==> src/rtl/uart_rx_fifo_if.sv <==
// Handshake bundle between the Uart8 receiver/consumer and the receive FIFO.
// The master drives received bytes and consumer controls; the slave is the FIFO.
interface uart_rx_fifo_if #(
    parameter int ADDR_W = 4
);
    logic              rxDone;
    logic              rxErr;
    logic [7:0]        rxByte;
    logic              rdEn;
    logic              clrOverflow;
    logic [7:0]        rdData;
    logic              rdErr;
    logic              empty;
    logic              full;
    logic [ADDR_W:0]   count;
    logic              overflow;

    modport master (
        output rxDone, rxErr, rxByte, rdEn, clrOverflow,
        input  rdData, rdErr, empty, full, count, overflow
    );

    modport slave (
        input  rxDone, rxErr, rxByte, rdEn, clrOverflow,
        output rdData, rdErr, empty, full, count, overflow
    );
endinterface

==> src/rtl/uart_rx_fifo.sv <==
// Receive FIFO behind the Uart8 receiver: stores {err,byte} on each rxDone rising edge,
// presents the head entry first-word-fall-through, tracks occupancy and sticky overflow.
module uart_rx_fifo #(
    parameter int DEPTH  = 16,
    parameter int ADDR_W = 4
) (
    input  logic             clk,
    input  logic             reset,
    uart_rx_fifo_if.slave    bus
);

    localparam logic [ADDR_W:0] DEPTH_CNT = (ADDR_W + 1)'(DEPTH);

    logic [8:0]        mem [DEPTH];
    logic [ADDR_W-1:0] wrPtr;
    logic [ADDR_W-1:0] rdPtr;
    logic [ADDR_W:0]   count;
    logic              overflow;
    logic              rxDonePrev;

    logic push;
    logic pop;
    logic accept;
    logic drop;
    logic empty;
    logic full;

    // Occupancy flags come from the registered count so a full FIFO never looks empty.
    assign empty  = (count == '0);
    assign full   = (count == DEPTH_CNT);
    assign push   = bus.rxDone & ~rxDonePrev;
    assign pop    = bus.rdEn & ~empty;
    assign accept = push & (~full | pop);
    assign drop   = push & full & ~pop;

    always_ff @(posedge clk or negedge reset) begin
        if (!reset) begin
            wrPtr      <= '0;
            rdPtr      <= '0;
            count      <= '0;
            overflow   <= 1'b0;
            rxDonePrev <= 1'b0;
        end else begin
            rxDonePrev <= bus.rxDone;
            if (accept) wrPtr <= wrPtr + ADDR_W'(1);
            if (pop)    rdPtr <= rdPtr + ADDR_W'(1);
            case ({accept, pop})
                2'b10:   count <= count + (ADDR_W + 1)'(1);
                2'b01:   count <= count - (ADDR_W + 1)'(1);
                default: count <= count;
            endcase
            // A drop in the same cycle as a clear leaves the flag set.
            if (drop)                 overflow <= 1'b1;
            else if (bus.clrOverflow) overflow <= 1'b0;
        end
    end

    always_ff @(posedge clk) begin
        if (accept) mem[wrPtr] <= {bus.rxErr, bus.rxByte};
    end

    assign {bus.rdErr, bus.rdData} = empty ? 9'd0 : mem[rdPtr];
    assign bus.empty    = empty;
    assign bus.full     = full;
    assign bus.count    = count;
    assign bus.overflow = overflow;

    countInRange: assert property (@(posedge clk) disable iff (!reset) count <= DEPTH_CNT);

endmodule
==> src/flat_wrapper.sv <==
// flat-port wrapper written by rule: the top's interface ports become plain ports
module uart_rx_fifo_flat 
#(
    parameter int DEPTH  = 16,
    parameter int ADDR_W = 4
)
  (clk, reset, bus_rxDone, bus_rxErr, bus_rxByte, bus_rdEn, bus_clrOverflow, bus_rdData, bus_rdErr, bus_empty, bus_full, bus_count, bus_overflow);
  uart_rx_fifo_if #(.ADDR_W(ADDR_W)) bus_i ();
  input  logic clk;
  input  logic reset;
  input wire logic [$bits(bus_i.rxDone)-1:0] bus_rxDone;
  input wire logic [$bits(bus_i.rxErr)-1:0] bus_rxErr;
  input wire logic [$bits(bus_i.rxByte)-1:0] bus_rxByte;
  input wire logic [$bits(bus_i.rdEn)-1:0] bus_rdEn;
  input wire logic [$bits(bus_i.clrOverflow)-1:0] bus_clrOverflow;
  output wire logic [$bits(bus_i.rdData)-1:0] bus_rdData;
  output wire logic [$bits(bus_i.rdErr)-1:0] bus_rdErr;
  output wire logic [$bits(bus_i.empty)-1:0] bus_empty;
  output wire logic [$bits(bus_i.full)-1:0] bus_full;
  output wire logic [$bits(bus_i.count)-1:0] bus_count;
  output wire logic [$bits(bus_i.overflow)-1:0] bus_overflow;
  assign bus_i.rxDone = bus_rxDone;
  assign bus_i.rxErr = bus_rxErr;
  assign bus_i.rxByte = bus_rxByte;
  assign bus_i.rdEn = bus_rdEn;
  assign bus_i.clrOverflow = bus_clrOverflow;
  assign bus_rdData = bus_i.rdData;
  assign bus_rdErr = bus_i.rdErr;
  assign bus_empty = bus_i.empty;
  assign bus_full = bus_i.full;
  assign bus_count = bus_i.count;
  assign bus_overflow = bus_i.overflow;
  uart_rx_fifo #(.DEPTH(DEPTH), .ADDR_W(ADDR_W)) u_core (.clk(clk), .reset(reset), .bus(bus_i));
endmodule
==> config.mk <==
export PLATFORM = sky130hd
export DESIGN_NAME = uart_rx_fifo_flat
export DESIGN_NICKNAME = d
export VERILOG_FILES = /design/src/rtl/uart_rx_fifo_if.sv /design/src/rtl/uart_rx_fifo.sv /design/src/flat_wrapper.sv
export SDC_FILE = /design/constraint.sdc
export NUM_CORES = 1
export LEC_CHECK = 0
export ABC_AREA = 1
export BUFFER_PORTS_ARGS = -buffer_cell sky130_fd_sc_hd__buf_2
export CORE_MARGIN = 4
export CORE_UTILIZATION = 40
export CTS_CLUSTER_DIAMETER = 100
export DETAILED_ROUTE_END_ITERATION = 10
export PLACE_DENSITY = 0.58
export SYNTH_ARGS = -nofsm -noshare
export SYNTH_HDL_FRONTEND = slang
export SYNTH_SLANG_ARGS = --single-unit
==> constraint.sdc <==
create_clock -name clk -period 3.2 [get_ports clk]
set_clock_uncertainty 0.15 [all_clocks]
set_input_delay 0.32 -clock clk [delete_from_list [all_inputs] [get_ports clk]]
set_output_delay 0.32 -clock clk [all_outputs]
set_load 0.05 [all_outputs]
==> reports/metrics.csv <==
stage,metric,value,unit
synth,synth unique cells,33,
synth,post-synthesis sequential area ratio,71.3,%
synth,most frequent cell after synthesis,edfxtp_1,
floorplanning,Core Area,16000,µm²
synth,"top cells by area, synth","edfxtp_1 66%, o21ai_0 6.0%, dfrtp_1 5.7%",
synth,synth warn,0,
timing,unrepaired setup endpoints after global routing,no,
grt,pin count of the biggest net entering global routing,75,
worst_setup_path,critical path peak fanout,28,
timing,Final Hold Fails,0,
timing,final setup violation count,0,
detailed_routing,Via density,5.52,
synth,"Cell Area, Synth",6590,µm²
power,Leak,2.74,nW
final_layout,Area growth syn-to-layout,17.8,%
synth,most frequent cells after synthesis,"144 x edfxtp_1, 99 x nor2_1, 79 x o21ai_0",
worst_setup_path,CP Launch Type,flop,
synth,top cell type's share of synthesized area,65.6,%
worst_setup_path,worst reg2reg path depth,9,
detailed_routing,initial DRC count,432,
timing,final period utilization,94.7,%
grt,initial antenna violation count,1,
grt,Total GRT Usage,17.8,%
worst_setup_path,Critical Path RT,2730,ps
place,port bufs,30,
detailed_routing,Residual DRC,0,
clock_tree,Post CTS Setup Buffer Count,0,
detailed_routing,drt pass-1 iters,5,
detailed_routing,Total Routed Length,15800,µm
clock_tree,CTS root buf,clkbuf_16,
final_layout,layout cells sized above 1,17.8,%
detailed_routing,remaining antenna violation count,0,
synth,syn avg cell area,12.7,µm²
final_layout,antenna cells,0,
floorplanning,starting density of the core,41.2,%
floorplanning,Die X,136,µm
synth,syn nets,538,
final_layout,Final nets,591,
grt,Overflow after GRT,0,
grt,vias in the first global route,4258,
clock_tree,worst skew pair latency,420,ps
power,Worst VDD drop,0.524,mV
hold_path,Hold/Removal Path Class,in -> reg,
timing,Max Fclk,0.330,GHz
clock_tree,CTS tree,done,
synth,Cells after Synth,518,
timing,slew margin rel.,47.0,%
floorplanning,I/O Pins,31,
clock_tree,TritonCTS Sinks,159,
floorplanning,die height,136,µm
grt,first-pass GRT wire length,24200,µm
synth,"flops & latches, synth",159,
clock_tree,clock-pin slew on the worst setup and hold paths,60,ps
clock_tree,CTS Buffer Depth,2,
worst_setup_path,Crit Path Class,reg -> out,
power,"Power, Total",7.55,mW
floorplanning,# rows,46,
synth,largest area contributor in the netlist,edfxtp_1,
timing,Worst Tran Pin Value,794,ps
hold_path,Cells on Worst Hold Path,3,
timing,setup_tns,0,ps
outcome,outcome,"finished, final reports clean",
detailed_routing,via count,4411,
worst_setup_path,Worst Path Arrival,2560,ps
flow_run,MaxCap Viol Count,0,
place,gpl congestion,0.811,
synth,ys async rst share,9.43,%
synth,main flop type after synthesis,edfxtp_1,
timing,post-route minimum period,3030,ps
clock_tree,H-Tree Depth,4,
detailed_routing,Routed WL per cell,19.7,µm
place,HPWL Detailed,9640,µm
clock_tree,number of CTS-inserted buffers,17,
place,placed insts,765,
final_layout,fin util,48.5,%
worst_setup_path,crit end category,output pin,
final_layout,Final Non-Filler Cells,799,
timing,Worst Hold Slack,130,ps
timing,final number of max-transition violations,0,
power,P per Cell Area,974,nW/µm²
synth,"EDFF count, synth",144,
floorplanning,Die Footprint,18600,µm²
==> critical path: stages, from the launching register on <==
cell and delay (ps):
dfrtp_2 410, inv_2 410, buf_4 310, o21ai_0 110
o22ai_1 160, nor2_1 60, nor2_1 80, o21ai_0 150
a21oi_1 150, buf_2 300
==> final cells by class <==
class / instances / area, µm²
Inverter: 24 / 93.8
Multi-Input combinational cell: 308 / 1660
Timing Repair Buffer: 61 / 407
Clock buffer: 19 / 433
Clock inverter: 12 / 193
Fill cell: 1428 / 8240
Tap cell: 216 / 270
Sequential cell: 159 / 4700
==> final timing paths <==
| check | start | to | slack [ps] |
|---|---|---|---|
| worst max-delay path | u_core.rdPtr[0] | bus_rdData[3] | 170 |
| worst min-delay path | bus_rdEn | u_core.rdPtr[0] | 130 |
| worst max register to register | u_core.bus.count[0] | u_core.mem[11][8] | 830 |
| worst min register to register | u_core.bus.count[4] | u_core.bus.count[4] | 370 |
| max in group asynchronous | reset | u_core.rdPtr[0] | 2420 |
| min in group asynchronous | reset | u_core.bus.overflow | 190 |
==> logic make-up (layout without fill, tap and decap cells) <==
logic type	Yosys count	after routing	share of synthesized area (%)
AOI/OAI and AO/OA	128	128	11.6
adders and majority gates	6	6	1.14
DFF	159	159	71.3
and+or+nand+nor	166	166	11.5
xor gates and xnor gates	8	8	1.06
buffers and inverters	51	116	3.42
==> layout by cell type, fill, tap and decap left out, types with 3 or more instances in the layout <==
master	synthesis	layout
buf_4	2	26
clkbuf_16	0	17
inv_1	18	18
xor2_1	8	8
o221ai_1	26	26
o21ai_0	79	79
nand3_1	16	16
nand2_1	30	30
clkinvlp_4	0	3
o22ai_1	11	11
bufinv_16	0	5
buf_2	9	30
dfrtp_1	15	14
nand2_4	5	5
nand4_1	5	5
ha_1	6	6
edfxtp_1	144	144
dlygate4sd3_1	0	3
clkinv_1	2	5
a21oi_1	9	9
nor2_1	99	99
==> per-layer routing <==
layer	part of all wire [%]	global-route usage [%]	vias up	wire length [µm]
met1	44	24.3	2197	7010
li1	-	-	2003	-
met4	2.0	7.33	2	321
met5	0.082	0	-	13
met3	6.0	3.29	28	941
met2	47	28.0	181	7490
==> flip-flops by register name, indices dropped and copies added (netlist names) <==
name and cells:
u_core.bus.overflow 1, u_core.bus.count 5, u_core.rxDonePrev 1, u_core.mem 144, u_core.rdPtr 4, u_core.wrPtr 4
==> repair_timing <==
item / 4_1_cts / 5_1_grt
endpoints found under the hold margin: 17 / 0
endpoints found under the setup margin: 0 / 1
hold buffers: 3 / 0
gates resized for setup: 0 / 1
==> metrics by stage <==
step	worst slack (ps)	instance area, µm²
floorplan	278	6590
global placement	692	7100
detailed placement	636	7100
CTS	181	7760
global route	26.1	7760
finish	169	7760
==> power by group <==
part           internal, mW  switching [mW]  total, mW
clock network          1.37           0.769       2.14
registers              2.44           0.113       2.56
logic                 0.768            2.09       2.86
No activity file was read; power rests on OpenSTA's default activity.
